--- config.mk ---
export PLATFORM = sky130hd
export DESIGN_NAME = dsky_relay_decoder
export DESIGN_NICKNAME = d
export VERILOG_FILES = /design/src/rtl/dsky_relay_decoder.sv
export SDC_FILE = /design/constraint.sdc
export NUM_CORES = 1
export LEC_CHECK = 0
export BUFFER_PORTS_ARGS = -buffer_cell sky130_fd_sc_hd__clkbuf_2
export CORE_MARGIN = 8
export CORE_UTILIZATION = 56
export DETAILED_ROUTE_END_ITERATION = 6
export PLACE_DENSITY = 0.8
export SLEW_MARGIN = 5
export SYNTH_ARGS = -nofsm -noshare
export SYNTH_HDL_FRONTEND = slang
export SYNTH_SLANG_ARGS = --single-unit
export TNS_END_PERCENT = 10
--- constraint.sdc ---
create_clock -name CLOCK -period 2.9 [get_ports CLOCK]
set_clock_uncertainty 0.15 [all_clocks]
set_input_delay 0.58 -clock CLOCK [delete_from_list [all_inputs] [get_ports CLOCK]]
set_output_delay 0.58 -clock CLOCK [all_outputs]
set_load 0.1 [all_outputs]
--- src/rtl/dsky_relay_decoder.sv ---
`default_nettype none
// ============================================================================
// dsky_relay_decoder : AGC channel-10 relay-word receiver, settle filter, DSKY decode
// Revision: 1.0
// ============================================================================
module dsky_relay_decoder #(
  parameter int STABLE_CYCLES = 16
) (
  input  logic        CLOCK,
  input  logic        rst_n,
  input  logic [3:0]  rywd,
  input  logic [10:0] rlyb,
  output logic [7:0]  prog,
  output logic [7:0]  verb,
  output logic [7:0]  noun,
  output logic [19:0] r1,
  output logic [19:0] r2,
  output logic [19:0] r3,
  output logic [1:0]  r1_sign,
  output logic [1:0]  r2_sign,
  output logic [1:0]  r3_sign,
  output logic [10:0] lights,
  output logic        word_strobe,
  output logic [3:0]  last_addr,
  output logic [7:0]  reject_count
);

  typedef enum logic [1:0] {HELD = 2'd0, SETTLE = 2'd1, COMMIT = 2'd2} state_t;

  localparam logic [7:0] CNT_MAX  = 8'(STABLE_CYCLES);
  localparam logic [7:0] CNT_LAST = 8'(STABLE_CYCLES - 1);

  function automatic logic [3:0] relay_to_bcd(input logic [4:0] code);
    case (code)
      5'd0:    relay_to_bcd = 4'hF;
      5'd21:   relay_to_bcd = 4'd0;
      5'd3:    relay_to_bcd = 4'd1;
      5'd25:   relay_to_bcd = 4'd2;
      5'd27:   relay_to_bcd = 4'd3;
      5'd15:   relay_to_bcd = 4'd4;
      5'd30:   relay_to_bcd = 4'd5;
      5'd28:   relay_to_bcd = 4'd6;
      5'd19:   relay_to_bcd = 4'd7;
      5'd29:   relay_to_bcd = 4'd8;
      5'd31:   relay_to_bcd = 4'd9;
      default: relay_to_bcd = 4'hE;
    endcase
  endfunction

  logic [14:0] sync1_q, sync2_q, w_prev_q;
  logic [14:0] held_q, held_d;
  logic [7:0]  cnt_q, cnt_d;
  state_t      state_q, state_d;
  logic [7:0]  prog_q, prog_d, verb_q, verb_d, noun_q, noun_d;
  logic [19:0] r1_q, r1_d, r2_q, r2_d, r3_q, r3_d;
  // {r1+, r1-, r2+, r2-, r3+, r3-}
  logic [5:0]  sign_q, sign_d;
  logic [10:0] lights_q, lights_d;
  logic        strobe_q, strobe_d;
  logic [3:0]  last_addr_q, last_addr_d;
  logic [7:0]  rej_q, rej_d;

  logic [14:0] w;
  logic [3:0]  w_addr;
  logic        w_flag;
  logic [3:0]  dig_l, dig_r;

  assign w      = sync2_q;
  assign w_addr = w[14:11];
  assign w_flag = w[10];
  assign dig_l  = relay_to_bcd(w[9:5]);
  assign dig_r  = relay_to_bcd(w[4:0]);

  always_ff @(posedge CLOCK or negedge rst_n) begin
    if (!rst_n) begin
      sync1_q     <= '0;
      sync2_q     <= '0;
      w_prev_q    <= '0;
      held_q      <= '0;
      cnt_q       <= '0;
      state_q     <= HELD;
      prog_q      <= 8'hFF;
      verb_q      <= 8'hFF;
      noun_q      <= 8'hFF;
      r1_q        <= 20'hFFFFF;
      r2_q        <= 20'hFFFFF;
      r3_q        <= 20'hFFFFF;
      sign_q      <= '0;
      lights_q    <= '0;
      strobe_q    <= 1'b0;
      last_addr_q <= '0;
      rej_q       <= '0;
    end else begin
      sync1_q     <= {rywd, rlyb};
      sync2_q     <= sync1_q;
      w_prev_q    <= sync2_q;
      held_q      <= held_d;
      cnt_q       <= cnt_d;
      state_q     <= state_d;
      prog_q      <= prog_d;
      verb_q      <= verb_d;
      noun_q      <= noun_d;
      r1_q        <= r1_d;
      r2_q        <= r2_d;
      r3_q        <= r3_d;
      sign_q      <= sign_d;
      lights_q    <= lights_d;
      strobe_q    <= strobe_d;
      last_addr_q <= last_addr_d;
      rej_q       <= rej_d;
    end
  end

  always_comb begin
    if (w != w_prev_q)        cnt_d = '0;
    else if (cnt_q >= CNT_MAX) cnt_d = CNT_MAX;
    else                      cnt_d = cnt_q + 8'd1;
  end

  // Output registers load on the SETTLE->COMMIT edge so the new display
  // values appear in the same cycle as word_strobe.
  always_comb begin
    state_d     = state_q;
    held_d      = held_q;
    prog_d      = prog_q;
    verb_d      = verb_q;
    noun_d      = noun_q;
    r1_d        = r1_q;
    r2_d        = r2_q;
    r3_d        = r3_q;
    sign_d      = sign_q;
    lights_d    = lights_q;
    strobe_d    = 1'b0;
    last_addr_d = last_addr_q;
    rej_d       = rej_q;

    case (state_q)
      HELD: begin
        if (w != held_q) state_d = SETTLE;
      end
      SETTLE: begin
        // Returning to the already-committed word is not a new commit.
        if (w == held_q) begin
          state_d = HELD;
        end else if ((w == w_prev_q) && (cnt_q >= CNT_LAST)) begin
          state_d = COMMIT;
          held_d  = w;
          case (w_addr)
            4'd0: ;
            4'd13, 4'd14, 4'd15: begin
              if (rej_q != 8'hFF) rej_d = rej_q + 8'd1;
            end
            default: begin
              last_addr_d = w_addr;
              strobe_d    = 1'b1;
              case (w_addr)
                4'd11: prog_d = {dig_l, dig_r};
                4'd10: verb_d = {dig_l, dig_r};
                4'd9:  noun_d = {dig_l, dig_r};
                4'd8:  r1_d[19:16] = dig_r;
                4'd7: begin
                  sign_d[5]   = w_flag;
                  r1_d[15:12] = dig_l;
                  r1_d[11:8]  = dig_r;
                end
                4'd6: begin
                  sign_d[4]  = w_flag;
                  r1_d[7:4]  = dig_l;
                  r1_d[3:0]  = dig_r;
                end
                4'd5: begin
                  sign_d[3]   = w_flag;
                  r2_d[19:16] = dig_l;
                  r2_d[15:12] = dig_r;
                end
                4'd4: begin
                  sign_d[2]  = w_flag;
                  r2_d[11:8] = dig_l;
                  r2_d[7:4]  = dig_r;
                end
                4'd3: begin
                  r2_d[3:0]   = dig_l;
                  r3_d[19:16] = dig_r;
                end
                4'd2: begin
                  sign_d[1]   = w_flag;
                  r3_d[15:12] = dig_l;
                  r3_d[11:8]  = dig_r;
                end
                4'd1: begin
                  sign_d[0] = w_flag;
                  r3_d[7:4] = dig_l;
                  r3_d[3:0] = dig_r;
                end
                4'd12:   lights_d = w[10:0];
                default: ;
              endcase
            end
          endcase
        end
      end
      COMMIT:  state_d = HELD;
      default: state_d = HELD;
    endcase
  end

  assign prog         = prog_q;
  assign verb         = verb_q;
  assign noun         = noun_q;
  assign r1           = r1_q;
  assign r2           = r2_q;
  assign r3           = r3_q;
  assign r1_sign      = sign_q[5:4];
  assign r2_sign      = sign_q[3:2];
  assign r3_sign      = sign_q[1:0];
  assign lights       = lights_q;
  assign word_strobe  = strobe_q;
  assign last_addr    = last_addr_q;
  assign reject_count = rej_q;

endmodule
`default_nettype wire

==> flow_summary.ini, run 1 <==
[logic_synthesis]
synth_ff_type = dfrtp_1
synth_top_cell_area_share_pct = 33.2
synthArstFlopShare_pct = 100
ys_warn_count = 0
ys_types = 38
synth_edf_count = 0
syn_area_sq_um = 7530
syn_area_per_cell_sq_um = 14.7
synth.area.top_cells = dfrtp_1 (33%), dfstp_2 (29%), mux2_2 (18%), xor2_1 (2.7%), ha_1 (2.2%)
syn_inst = 512
ys_ff_latch = 184
yosysTopAreaCell = dfrtp_1
ys_seq_area_share_pct = 62.5

[global_route]
grt_first_pass_wirelength_um = 27600
grt_pass1_vias = 5195
grt_start_max_net_pins = 73
overflow = 0
gr-usage-all-layers_pct = 19.9
antenna_found_initial = 0

[critical_path]
critPathMaxFanout = 13
path_class = reg -> reg
crit_family = simple AND/OR/NAND/NOR gates
crit_path_max_incr_delay_ns = 0.41
startpoint_type = register
crit_top_cell = buf_4
worst_setup_path_end_kind = register
crit_buf_inv = 2
cp_cell_sequence = xor2_1 -> nor4_2 -> nand4_1 -> or2_0 -> buf_4 -> nor4_4 -> buf_4 -> mux2_2
cp_data_arrival_time_ns = 2.86
required_ns = 3.06
slowest_stage = dfrtp_1

[floorplanning]
die_x_um = 132
start_util_pct = 57.1
fp-row-count = 42
die_height_um = 132
core-area_sq_um = 13200
io_pins = 131
dieArea_sq_um = 17400

[status]
status = finished clean

[sta]
finalSetupViolCount = 0
hold_violations = 0
setup_ws_ns = 0.197
relSlewSlack_pct = 29.4
tns_ns = 0
drv_slew = 0
fin_crit_ns = 2.70
rsz0062_at_grt = false
max_freq_mhz = 370
post-route-period-util_pct = 93.2
worstMarginPinSlew_ns = 1.05
holdWs_ns = 0.110

[run]
drv_cap = 0

[placement]
port_buffers = 130
gp_congestion = 0.828
dpl_cell_area_sq_um = 8560
dp_hpwl_um = 11900
dp_cells = 827
dp_slack_ns = 0.137

[cells_and_area]
fillers = 900
layout.nets = 701
drive_gt1_share_pct = 60.2
multi_input_area_sq_um = 2690
syn_to_final_growth_pct = 21.9
diodes = 0
final_common_cell = clkbuf_2
final_area_sq_um = 9180
final_cell_count_no_fill = 860
seq_area_sq_um = 4710
fin_util_pct = 69.6
layout_common_cells = clkbuf_2 (129), mux2_2 (119), dfrtp_1 (100)

[power]
power_density_nw_per_um2 = 559
internal-power_mw = 4.00
p_comb_share_pct = 4.4
seqPwrFrac_pct = 51.3
switchingPower_mw = 1.13
ir_drop_v = 0.000461
p_clk_share_pct = 44.2
p_leak_nw = 4.39
switching_share_pct = 22.0
total_power_mw = 5.13

[clock_network]
htreeDepth = 4
cts_tree = done
cts_sinks = 184
post_cts_buffers = 0
root_buffer = clkbuf_16
clockBufferDepth = 2
clkLatencyLatePin_ns = 0.42
cts.reportedPaths.clkPinSlew_ns = 0.06
cts_made_buffers = 17

[drt]
wl_um = 16800
ant_nets = 0
drt_iter0_markers = 266
wl_per_cell_um = 19.6
first_pass_iters = 4
drc = 0
vias_per_cell = 5.41
vias = 4656

[hold_path]
holdCritPathClass = in -> reg
==> worst reg2reg max path, delay by kind of cell (launching register included) <==
| family | cells | cell delay, ns |
|---|---|---|
| buf+inv | 2 | 0.43 |
| mux | 1 | 0.33 |
| xor+xnor | 1 | 0.17 |
| simple gates | 4 | 1.11 |
| flops | 1 | 0.41 |
==> power groups by stage <==
stage	combinational [mW]	sequential [mW]	clock, mW
2_1_floorplan	0.104	2.67	0
3_3_place_gp	0.219	2.67	0
3_5_place_dp	0.226	2.68	0
4_1_cts	0.231	2.63	2.29
5_1_grt	0.255	2.64	2.40
6_report	0.227	2.63	2.27
==> synth_stat cells, types with 3 or more instances <==
master,number
dfstp_2,84
nor3_1,6
nand3b_1,4
nor4_1,7
clkbuf_1,12
mux2_2,119
and3_1,4
xor2_1,23
nor2b_1,8
ha_1,13
o21ai_0,8
dfrtp_1,100
mux2_1,4
nand3_1,11
buf_2,12
a21oi_1,6
nand2_1,6
nand4_1,17
or3_1,3
inv_1,9
xnor2_1,16
nor3_4,5
nor2_1,12
==> sequential cells by signal, summed over array words and instances, names as in the netlist <==
| signal | count |
|---|---|
| state_q | 2 |
| r2 | 20 |
| word_strobe | 1 |
| sign_q | 6 |
| reject_count | 8 |
| r3 | 20 |
| sync2_q | 15 |
| lights | 11 |
| sync1_q | 15 |
| cnt_q | 8 |
| held_q | 15 |
| noun | 8 |
| prog | 8 |
| w_prev_q | 15 |
| last_addr | 4 |
| verb | 8 |
| r1 | 20 |
==> per-layer routing <==
layer	track usage, %	wire length (um)	vias up
met3	5.14	904	28
met2	33.7	8620	128
met5	0	0	-
li1	-	-	2113
met1	23.6	6940	2387
met4	8.62	352	0
==> what timing repair did <==
item                                    4_1_cts  5_1_grt
endpoints found under the setup margin        0        9
hold endpoints to repair                     23        0
resized for setup                             0        1
hold buffers                                  1        0
==> layout make-up <==
class                   instances  share of cell area (%)
clock inverters                 9                   0.613
multi-input cells             296                    29.3
repair buffers                163                    10.2
flip-flops and latches        184                    51.3
inverters                       9                   0.368
well taps                     176                    2.40
clock buffers                  23                    5.90
==> worst paths after layout <==
kind	startpoint	to	slack, ns	depth (start not counted)
worst max-delay path	sync2_q[8]	sign_q[5]	0.20	8
min in group asynchronous	rst_n	lights[2]	0.52	2
max in group asynchronous	rst_n	r1[14]	1.28	3
worst min register to register	sync1_q[7]	sync2_q[7]	0.20	0
worst max register to register	sync2_q[8]	sign_q[5]	0.20	8
worst min-delay path	rlyb[1]	sync1_q[1]	0.11	1
==> cells by family after synthesis <==
kind of cell               after synthesis  synth area share, %
xor gates and xnor gates                39                 4.54
DFF                                    184                 62.5
and+or+nand+nor                         94                 8.34
muxes                                  123                 18.4
adders and majority gates               13                 2.16
AOI/OAI and AO/OA                       24                 1.99
buffers and inverters                   34                 1.99
other                                    1               0.0498
No activity file was read; power rests on OpenSTA's default activity.
==> run 2: changes to the inputs <==
--- a/config.mk
+++ b/config.mk
@@ -10,6 +10,7 @@
 export CORE_UTILIZATION = 56
 export DETAILED_ROUTE_END_ITERATION = 6
 export PLACE_DENSITY = 0.8
+export REMOVE_ABC_BUFFERS = 1
 export SLEW_MARGIN = 5
 export SYNTH_ARGS = -nofsm -noshare
 export SYNTH_HDL_FRONTEND = slang
==> run 2 against run 1 <==
The run now ends with hold timing left. Global-route usage grew 0.49 points. Clock power grew 4%. Critical endpoint unchanged. Sequential share of layout area is essentially flat. Critical path depth shrank 1. Largest power group unchanged. Via count grew 1.2%. Sequential cell count is the same.
==> flow_summary.ini, run 2 (synthesis gave the netlist of run 1 again) <==
[clock_network]
cts_tree = done
cts.reportedPaths.clkPinSlew_ns = 0.06
cts_sinks = 184
hold_buffers = 0
post_cts_buffers = 0
root_buffer = clkbuf_16
cts-resized-gates = 0
clockBufferDepth = 2
cts_made_buffers = 17
htreeDepth = 4
clkLatencyLatePin_ns = 0.44

[placement]
dp_slack_ns = 0.184
dp_hpwl_um = 12000
gp_congestion = 0.819
port_buffers = 130

[floorplanning]
start_util_pct = 57.1
die_x_um = 132
die_height_um = 132
core-area_sq_um = 13200
fp-row-count = 42
io_pins = 131
dieArea_sq_um = 17400

[sta]
relSlewSlack_pct = 36.7
max_freq_mhz = 368
setup_ws_ns = 0.181
finalSetupViolCount = 0
worstMarginPinSlew_ns = 0.944
drv_slew = 0
tns_ns = 0
holdWs_ns = -0.0178
fin_crit_ns = 2.72
hold_violations = 13
rsz0062_at_grt = false
post-route-period-util_pct = 93.8

[global_route]
antenna_found_initial = 0
overflow = 0
grt_start_max_net_pins = 69
gr-usage-all-layers_pct = 20.4
grt_first_pass_wirelength_um = 28000
grt_pass1_vias = 5183

[cells_and_area]
layout_common_cells = clkbuf_2 (129), mux2_2 (119), dfrtp_1 (100)
syn_to_final_growth_pct = 21.9
fillers = 890
layout.nets = 699
final_common_cell = clkbuf_2
multi_input_area_sq_um = 2680
drive_gt1_share_pct = 60.1
diodes = 0
seq_area_sq_um = 4710

[critical_path]
worst_setup_path_end_kind = register
required_ns = 3.07
cp_data_arrival_time_ns = 2.89
path_class = reg -> reg
startpoint_type = register
critPathMaxFanout = 14
r2r_setup_slack_ns = 0.18

[power]
seqPwrFrac_pct = 50.3
p_clk_share_pct = 45.1
switching_share_pct = 22.3
total_power_mw = 5.22
internal-power_mw = 4.06
p_leak_nw = 4.39
p_comb_share_pct = 4.6
power_density_nw_per_um2 = 569
ir_drop_v = 0.000448
switchingPower_mw = 1.16

[status]
failed_checks = hold timing
status = complete, but fails checks

[drt]
drc = 0
vias_per_cell = 5.49
wl_per_cell_um = 20.1
first_pass_iters = 5
wl_um = 17200
vias = 4710
ant_nets = 0
drt_iter0_markers = 271

[run]
drv_cap = 0

[hold_path]
holdCritPathClass = in -> async
==> run 2: cell count changes in the layout (fill, tap and decap cells not counted), sizes merged <==
cell / previous run / this run
bufinv: 0 / 2
buf: 33 / 32
clkinvlp: 1 / 0
clkbuf: 152 / 148
dlygate4sd3: 1 / 0
inv: 11 / 14
==> run 2: worst paths after layout <==
check,to,start,cells after the start
hold / removal,sync1_q[12],rst_n,1
min in group CLOCK,sync1_q[9],rlyb[9],1
max in group asynchronous,r2[12],rst_n,2
setup / recovery,sign_q[5],sync2_q[1],7
hold reg to reg,sync2_q[2],sync1_q[2],0
setup reg to reg,sign_q[5],sync2_q[1],7
==> run 2: stage by stage <==
stage          hold slack, ns  instance area (sq um)  std cells  utilization [%]
2_1_floorplan           0.134                   7420        489                -
3_3_place_gp            0.184                   8570        826             65.0
3_5_place_dp            0.186                   8570        826             65.0
4_1_cts                0.0115                   9180        858             69.6
5_1_grt                0.0242                   9180        858             69.6
6_report              -0.0178                   9180        858             69.6
==> run 2: power by group through the flow <==
stage	combinational [mW]	sequential [mW]	clock, mW
after global routing	0.264	2.63	2.51
after CTS	0.240	2.63	2.40
final	0.238	2.63	2.36
after global placement	0.228	2.67	0
after detailed placement	0.238	2.67	0
after floorplan	0.0807	2.69	0
==> run 2: per-layer routing <==
layer  routed length [um]  GRT usage [%]  vias up  share of wire (%)
li1                     -              -     2106                  -
met1                 7140           24.3     2445                 41
met2                 8860           33.9      129                 51
met3                  765           5.45       30                4.4
met4                  454           9.70        0                2.6
met5                    0              0        -                  0
==> run 2: critical path: stages (launching register included) <==
cell,delay [ns]
dfrtp_1,0.40
buf_4,0.18
xor2_1,0.16
nor4_1,0.50
a31o_2,0.63
nor4_4,0.08
buf_4,0.21
mux2_2,0.28
==> run 2: area by class of cell <==
cell class,count,area share [%]
well taps,176,2.40
clock buffers,19,5.18
flip-flops and latches,184,51.3
inverters,9,0.368
multi-input cells,296,29.2
repair buffers,161,10.1
clock inverters,13,1.49
==> run 3: changes to the inputs <==
--- a/config.mk
+++ b/config.mk
@@ -6,10 +6,12 @@
 export NUM_CORES = 1
 export LEC_CHECK = 0
 export BUFFER_PORTS_ARGS = -buffer_cell sky130_fd_sc_hd__clkbuf_2
+export CELL_PAD_IN_SITES_DETAIL_PLACEMENT = 1
+export CELL_PAD_IN_SITES_GLOBAL_PLACEMENT = 1
 export CORE_MARGIN = 8
-export CORE_UTILIZATION = 56
+export CORE_UTILIZATION = 46
 export DETAILED_ROUTE_END_ITERATION = 6
-export PLACE_DENSITY = 0.8
+export PLACE_DENSITY_LB_ADDON = 0.1
 export REMOVE_ABC_BUFFERS = 1
 export SLEW_MARGIN = 5
 export SYNTH_ARGS = -nofsm -noshare
==> run 3 against run 2 <==
The flow still finishes with violations (hold timing). Setup slack got worse by 0.017 ns. Design area is 0.29% higher. Critical path depth unchanged. Clock power shrank 2%. Count of clock-buffer cells in the layout is 6 higher. Die area is 19% higher. Core utilization down 12 points. Via count is 0.68% lower. First-iteration DRC count is 4.4% higher. Register-to-register slack worse by 0.02 ns. Sequential share of layout area shrank 0.15 points. Power fell by 0.76%. Critical endpoint is now sign_q[3]. Largest cell class unchanged.
==> flow_summary.ini, run 3 (synthesis gave the netlist of run 1 again) <==
[sta]
post-route-period-util_pct = 94.3
worstMarginPinSlew_ns = 0.996
hold_violations = 15
fin_crit_ns = 2.74
drv_slew = 0
rsz0062_at_grt = false
max_freq_mhz = 366
finalSetupViolCount = 0
relSlewSlack_pct = 33.3
holdWs_ns = -0.0252

[global_route]
grt_first_pass_wirelength_um = 30300
antenna_found_initial = 0
gr-usage-all-layers_pct = 19.4
grt_pass1_vias = 5338
grt_start_max_net_pins = 59
overflow = 0

[drt]
dr_wl_met2_um = 9480
topRoutingLayerUsed = met4
vias = 4678
ant_nets = 0
wl_um = 18600
wl_per_cell_um = 20.7
vias_per_cell = 5.21
first_pass_iters = 6
met1_length_um = 8100
route.met3.wl_um = 825
drc = 0
drt_iter0_markers = 283

[clock_network]
cts.reportedPaths.clkPinSlew_ns = 0.06
cts_sinks = 184
htreeDepth = 4
post_cts_buffers = 0
clkLatencyLatePin_ns = 0.43
clockBufferDepth = 2
cts_made_buffers = 17
root_buffer = clkbuf_16
cts_tree = done

[cells_and_area]
layout.nets = 700
syn_to_final_growth_pct = 22.3
fillers = 1604
diodes = 0
final_common_cell = clkbuf_2
drive_gt1_share_pct = 59.8
fin_util_pct = 57.8
layout_common_cells = clkbuf_2 (129), mux2_2 (119), dfrtp_1 (100)

[critical_path]
slowest_stage = nor3_4
required_ns = 3.06
critPathMaxFanout = 13
crit_path_max_incr_delay_ns = 0.47
crit_buf_inv = 1
path_class = reg -> reg
startpoint_type = register
cp_cell_sequence = xor2_1 -> nor4_1 -> nand4_1 -> or2_0 -> buf_4 -> nor3_4 -> mux2_2
worst_setup_path_end_kind = register
cp_data_arrival_time_ns = 2.90
crit_family = simple AND/OR/NAND/NOR gates

[floorplanning]
io_pins = 131
core-area_sq_um = 15900
fp-row-count = 46
die_height_um = 144
dieArea_sq_um = 20700
die_x_um = 144
start_util_pct = 47.2

[hold_path]
holdCritPathClass = in -> async

[run]
drv_cap = 0

[status]
status = complete, but fails checks
failed_checks = hold timing

[power]
p_leak_nw = 4.38
total_power_mw = 5.18
power_density_nw_per_um2 = 563
ir_drop_v = 0.000406

[placement]
dp_hpwl_um = 13200
port_buffers = 130
gp_congestion = 0.794
## run 3: routing by layer
metal  GRT usage (%)  up-vias
li1                -     2110
met1            24.1     2455
met2            32.8       94
met3            4.61       19
met4            6.14        0
met5               0        -
## run 3: final cells by class
class,instances,area [sq um],area share [%]
clock inverters,6,45.0,0.489
flip-flops and latches,184,4710,51.1
repair buffers,162,910,9.88
well taps,216,270,2.94
clock buffers,25,561,6.09
inverters,9,33.8,0.367
multi-input cells,296,2680,29.1
## run 3: timing repair
| action | 4_1_cts | 5_1_grt |
|---|---|---|
| gates resized for setup | 0 | 0 |
| endpoints found under the setup margin | 0 | 1 |
| hold buffers | 0 | 0 |
## run 3: per-stage QoR
stage / cells / hold slack (ns) / setup TNS (ns) / worst slack, ns / cell area, sq um
floorplan: 489 / 0.134 / -4.32 / -0.180 / 7420
global placement: 867 / 0.183 / 0 / 0.228 / 8600
detailed placement: 867 / 0.186 / 0 / 0.139 / 8600
CTS: 898 / 0.000368 / 0 / 0.131 / 9210
global route: 898 / 0.0198 / 0 / 0.0180 / 9210
finish: 898 / -0.0252 / 0 / 0.164 / 9210
## run 3: final timing paths
kind | slack (ns) | cells after the start | to | start
max in group asynchronous | 1.74 | 2 | r1[3] | rst_n
min | -0.03 | 1 | sync2_q[11] | rst_n
min in group CLOCK | 0.11 | 1 | sync1_q[8] | rlyb[8]
min reg2reg | 0.20 | 0 | sync2_q[2] | sync1_q[2]
max | 0.16 | 7 | sign_q[3] | sync2_q[8]
max reg2reg | 0.16 | 7 | sign_q[3] | sync2_q[8]
## run 3: where the power goes
group          switching, mW  internal, mW  leakage [nW]  total [mW]
clock network          0.964          1.35         0.298        2.32
registers             0.0238          2.61          2.15        2.63
logic                  0.162        0.0739          1.93       0.236
total                   1.15          4.03          4.38        5.18
